`config.mk`:
```
export PLATFORM = sky130hd
export DESIGN_NAME = reg_pipe
export DESIGN_NICKNAME = d
export VERILOG_FILES = /design/src/rtl/reg_pipe_pkg.sv /design/src/rtl/pipe_stage.sv /design/src/rtl/reg_pipe.sv
export SDC_FILE = /design/constraint.sdc
export NUM_CORES = 1
export LEC_CHECK = 0
export CAP_MARGIN = 20
export CORE_ASPECT_RATIO = 0.9
export CORE_MARGIN = 3
export CORE_UTILIZATION = 41
export DETAILED_ROUTE_END_ITERATION = 8
export PLACE_DENSITY = 0.81
export SLEW_MARGIN = 10
export SYNTH_ARGS = -nofsm -noshare
export SYNTH_HDL_FRONTEND = slang
export SYNTH_SLANG_ARGS = --single-unit
```
`constraint.sdc`:
```
create_clock -name clock -period 2 [get_ports clock]
set_clock_uncertainty 0.15 [all_clocks]
set_input_delay 0.3 -clock clock [delete_from_list [all_inputs] [get_ports clock]]
set_output_delay 0.3 -clock clock [all_outputs]
set_load 0.05 [all_outputs]
```
`src/rtl/reg_pipe_pkg.sv`:
```
// reg_pipe_pkg: shared defaults and the width helper used by the register pipe.
package reg_pipe_pkg;
    localparam int DEFAULT_WIDTH = 8;
    localparam int DEFAULT_DEPTH = 4;
    localparam logic [63:0] DEFAULT_RESET_VAL = '0;

    function automatic int clog2(input int n);
        int r;
        r = 0;
        while ((1 << r) < n) r++;
        return r;
    endfunction
endpackage

```
`src/rtl/pipe_stage.sv`:
```
// pipe_stage: one data+valid register with async reset, sync clear and enable.
module pipe_stage #(
    parameter int WIDTH = 8,
    parameter logic [WIDTH-1:0] RESET_VAL = '0
) (
    input  logic             clock,
    input  logic             rst,
    input  logic             en,
    input  logic             clear,
    input  logic [WIDTH-1:0] d,
    input  logic             d_valid,
    output logic [WIDTH-1:0] q,
    output logic             q_valid
);
    always_ff @(posedge clock or posedge rst) begin
        if (rst) begin
            q       <= RESET_VAL;
            q_valid <= 1'b0;
        end else if (clear) begin
            q       <= RESET_VAL;
            q_valid <= 1'b0;
        end else if (en) begin
            q       <= d;
            q_valid <= d_valid;
        end
    end
endmodule

```
`src/rtl/reg_pipe.sv`:
```
// reg_pipe: DEPTH-stage enabled shift pipe with per-word valid bits and an occupancy count.
module reg_pipe import reg_pipe_pkg::*; #(
    parameter int WIDTH = DEFAULT_WIDTH,
    parameter int DEPTH = DEFAULT_DEPTH,
    parameter logic [WIDTH-1:0] RESET_VAL = DEFAULT_RESET_VAL[WIDTH-1:0]
) (
    input  logic                         clock,
    input  logic                         rst,
    input  logic                         en,
    input  logic                         clear,
    input  logic [WIDTH-1:0]             d,
    input  logic                         d_valid,
    output logic [WIDTH-1:0]             q,
    output logic                         q_valid,
    output logic [DEPTH*WIDTH-1:0]       taps,
    output logic [clog2(DEPTH+1)-1:0]    count
);
    localparam int CW = clog2(DEPTH + 1);

    logic [WIDTH-1:0] data [DEPTH];
    logic [DEPTH-1:0] valid;

    for (genvar i = 0; i < DEPTH; i++) begin : g_stage
        logic [WIDTH-1:0] sd;
        logic             sv;
        if (i == 0) begin : g_head
            assign sd = d;
            assign sv = d_valid;
        end else begin : g_tail
            assign sd = data[i-1];
            assign sv = valid[i-1];
        end
        pipe_stage #(.WIDTH(WIDTH), .RESET_VAL(RESET_VAL)) u_stage (
            .clock   (clock),
            .rst     (rst),
            .en      (en),
            .clear   (clear),
            .d       (sd),
            .d_valid (sv),
            .q       (data[i]),
            .q_valid (valid[i])
        );
        assign taps[i*WIDTH +: WIDTH] = data[i];
    end

    assign q       = data[DEPTH-1];
    assign q_valid = valid[DEPTH-1];

    // Tracked incrementally so it matches the popcount of valid without an adder tree.
    always_ff @(posedge clock or posedge rst) begin
        if (rst)
            count <= '0;
        else if (clear)
            count <= '0;
        else if (en)
            count <= count + CW'(d_valid) - CW'(q_valid);
    end
endmodule

```
* After elaboration in Yosys (flattened, before gate mapping) *
Cells that the tools add are included.
Widths: inputs -> output; s select.

cells by class
  add/sub/neg operators = 2
  reductions and logical operators = 1
  muxes and demuxes = 18

operator list
  kind               number
  $mux 8             8
  $mux 1             8
  $mux 3             2
  $add 3x1->3        1
  $sub 3x1->3        1
  $reduce_bool 2->1  1

storage, ports and cells
  output and inout port bits = 44
  input bits = 13
  bits in registers = 39

* Logic depth before layout (Yosys ltp) *
  word-level depth = 4
  mapped depth = 9
  depth with buffers taken out = 9

* Modules after synthesis *
Synthesis repeated with hierarchy kept, for this count alone.

unflattened totals
  cell total of the unflattened synthesis = 147
  area, all modules = 1724.2 um^2

modules (own cells, without submodules)
  module      instances  seq. area each (um^2)  area an instance (um^2)  cells each
  pipe_stage  4          225.2                  367.9                    30
  reg_pipe    1          75.1                   252.7                    27

* Worst setup path before layout *
Ideal clock, no wire load.

  path kind = register to register
  start point = register count[0]
  end point = register count[2]
  setup slack = -0.238 ns
  setup time = 0.120 ns
  period minus slack after synthesis = 2.238 ns
  arrival = 1.968 ns
  required time = 1.730 ns
  cell stages (with the launch flop) = 10
  path through = dfrtp_1 > inv_1 > ha_1 > inv_1 > ha_1 > inv_1 > fa_1 > xor2_1 > a21oi_1 > a31o_1

on the way
  word-level cells in the longest chain between the ends = 4

RTL lines
  item                    RTL line        RTL
  from (decl)             reg_pipe.sv:16  output logic [clog2(DEPTH+1)-1:0] count
  from (signal assigned)  reg_pipe.sv:56  count <= count + CW'(d_valid) - CW'(q_valid);
  $add 3x1->3             reg_pipe.sv:56
  $sub 3x1->3             reg_pipe.sv:56
  $mux 3                  reg_pipe.sv:55  else if (en)
  $mux 3                  reg_pipe.sv:53  else if (clear)

Every way passes these cells. The select of a mux whose other input is x is not followed.
A chain may end at the register's enable or synchronous reset.

* Worst setup path after layout *
  start point = register g_stage[3].u_stage.q_valid
  end point = register count[2]

on the way
  word-level cells in the longest chain between the ends = 3

RTL lines
  item                    RTL line          RTL
  from (decl)             pipe_stage.sv:13  output logic q_valid
  from (signal assigned)  pipe_stage.sv:24  q_valid <= d_valid;
  $sub 3x1->3             reg_pipe.sv:56
  $mux 3                  reg_pipe.sv:55
  $mux 3                  reg_pipe.sv:53

Every way passes these cells. The select of a mux whose other input is x is not followed.

==> flow_summary.json <==
{
  "reg2reg_to": "count[2]",
  "synth_fp_nets": 160,
  "critPathMaxFanout": 3,
  "hold_buffers": 0,
  "setup_slack_ns": 0.0497,
  "hold_ws_ns": 0.277,
  "vias": 1197,
  "grt_max_degree": 42,
  "syn2layout_area_growth_pct": 34.5,
  "initial_utilization_pct": 44.9,
  "path_class": "register to register",
  "clk_path_buf_depth": 2,
  "drv_slew": 0,
  "timing_hold_violations_final": 0,
  "routed_via_density": 4.99,
  "setup_viol": 0,
  "p_per_area_nw_per_um2": 686,
  "grt_pass1_wl_um": 5420,
  "reg2reg_slack_ns": 0.05,
  "drcViolationCount": 0,
  "dpl.hpwl_um": 2370,
  "layout_commonest_cell": "clkdlybuf4s50_1",
  "synth_top_area_share_pct": 55.6,
  "startpoint": "g_stage[3].u_stage.q_valid",
  "ff2ff_path_depth": 8,
  "r2r-start": "g_stage[3].u_stage.q_valid",
  "grt_setup_unrepaired": "true",
  "cts.htree.levels": 2,
  "crit_arrival_ns": 1.98,
  "io_buffers": 56,
  "final_cell_mix": "49 x clkdlybuf4s50_1, 38 x nor2_1, 37 x mux2i_1, 37 x dfrtp_1",
  "synth.avg_cell_area_um2": 12.2,
  "synth_top_family_by_area": "multiplexers",
  "die-height_um": 68.1,
  "end_kind": "register",
  "synth_mux_area_share_pct": 21.1,
  "placementRows": 21,
  "drtIter0Drc": 17,
  "dieArea_um2": 5110,
  "antennaDiodeCount": 0,
  "grt_pass1_vias": 1211,
  "syn_area_um2": 1760,
  "synth_compound_area_share_pct": 1.50,
  "die_w_um": 75.0,
  "wire_per_inst_um": 14.4,
  "max_freq_ghz": 0.513,
  "ant_nets": 0,
  "ios": 57,
  "fin_nets": 209,
  "setup_tns_ns": 0,
  "yosys.area.top_type": "dfrtp_1",
  "hp-class": "input port to async pin",
  "routed_wirelength_um": 3450,
  "layout_worst_path_cycle_share_pct": 97.5,
  "path_clk_slew_ns": 0.07,
  "synth-simple-area-share_pct": 8.83,
  "synthXorXnorAreaFrac_pct": 0.499,
  "relSlewSlack_pct": 65.5,
  "cts_buffers": 5,
  "tightest_slew_ns": 0.516,
  "p_leak_nw": 1.18,
  "cts_setup_buffers": 0,
  "synth.area.top_cells": "dfrtp_1 56%, mux2i_1 21%, nor2_1 8.1%, buf_4 4.3%, buf_8 2.6%",
  "dp_cells": 232,
  "vdd_drop_max_uv": 456,
  "antenna_found_initial": 0,
  "start_kind": "register",
  "gp_congestion": 0.793,
  "status": "complete, no violations",
  "cp.required_ns": 2.03,
  "first_pass_iters": 4,
  "clock_latency_ns": 0.28,
  "overflow": 0,
  "cts-root-buf": "clkbuf_8",
  "core_um2": 3920,
  "finalCriticalPeriod_ns": 1.95,
  "place_ws_ns": -0.0614,
  "synth_seq_cells": 39,
  "synthAdderAreaFrac_pct": 2.56,
  "maxCapViolCount": 0,
  "clock_sinks": 39,
  "cts_tree": "yes",
  "ys_seq_area_share_pct": 55.6,
  "final_layout_size_suffix_gt1_share_pct": 12.4,
  "grtUsageTotal_pct": 14.5,
  "ys_warn_count": 0,
  "synthCells": 144,
  "yosysUniqueCellTypes": 18,
  "finalCoreUtilization_pct": 60.4,
  "finalNonFillerCells": 240
}
## per-stage QoR
stage	area, um2	power (W)
after detailed placement	2240	0.00113
final	2360	0.00162
after floorplan	1760	0.00105
after global routing	2360	0.00170
after global placement	2240	0.00113
after CTS	2330	0.00164
## Yosys cell counts
| library cell | number |
|---|---|
| nor2_2 | 1 |
| mux2i_1 | 37 |
| inv_1 | 4 |
| fa_1 | 1 |
| buf_12 | 1 |
| xor2_1 | 1 |
| clkbuf_1 | 1 |
| a31o_1 | 1 |
| buf_4 | 10 |
| ha_1 | 2 |
| nand2b_1 | 1 |
| a211oi_2 | 1 |
| nor2_1 | 38 |
| buf_8 | 3 |
| buf_6 | 1 |
| dfrtp_1 | 39 |
| buf_2 | 1 |
| a21oi_1 | 1 |
## power by group
group	switching [W]	total [W]	internal [W]
clock network	0.000253	0.000497	0.000244
registers	0.0000236	0.000838	0.000815
logic	0.000177	0.000287	0.000110
total	0.000454	0.00162	0.00117
## kinds of logic (layout without fill, tap and decap cells)
logic type | count (synthesis) | after routing
AND/OR/NAND/NOR | 40 | 40
flip-flops | 39 | 39
multiplexers | 37 | 37
buffers and inverters | 21 | 71
adder cells (fa/ha/maj) | 3 | 3
AO/OA/AOI/OAI | 3 | 3
XOR/XNOR | 1 | 1
## final cells by class
cell class	instances	area [um2]
fillers	325	1550
flip-flops and latches	39	978
multi-input cells	84	641
repair buffers	59	591
clock buffers	7	76.3
well taps	46	57.6
inverters	4	15.0
clock inverters	1	5.00
## critical path, stage by stage, from the launching register on
cell and delay [ns]:
dfrtp_2 0.43, ha_4 0.24, inv_2 0.06, ha_4 0.12, inv_2 0.04, fa_2 0.36
xor2_2 0.16, a21oi_1 0.09, a31o_1 0.20
## metal layers
| metal | global-route usage (%) | vias to the layer above | share of wire [%] |
|---|---|---|---|
| li1 | - | 559 | - |
| met1 | 16.1 | 590 | 44 |
| met2 | 24.6 | 42 | 50 |
| met3 | 6.02 | 6 | 5.2 |
| met4 | 5.56 | 0 | 0.81 |
| met5 | 0 | - | 0 |
## flip-flops by register name, summed over array words and instances (netlist names)
signal / flops
count: 3
g_stage.u_stage.q: 32
g_stage.u_stage.q_valid: 4
## what timing repair did
action                                  in CTS  in global routing
endpoints found under the setup margin       1                  4
resized for setup                            1                  9
pin swaps                                    0                  2
cloned                                       0                  0
## worst max path at each step
stage,slack [ns],endpoint,cells after the start
finish,0.05,count[2],8
global placement,-0.003,count[2],7
detailed placement,-0.06,count[2],7
global route,-0.02,count[2],9
CTS,0.02,count[2],8
floorplan,-0.06,count[2],9
Note: power is estimated with default switching activity, not from simulation.
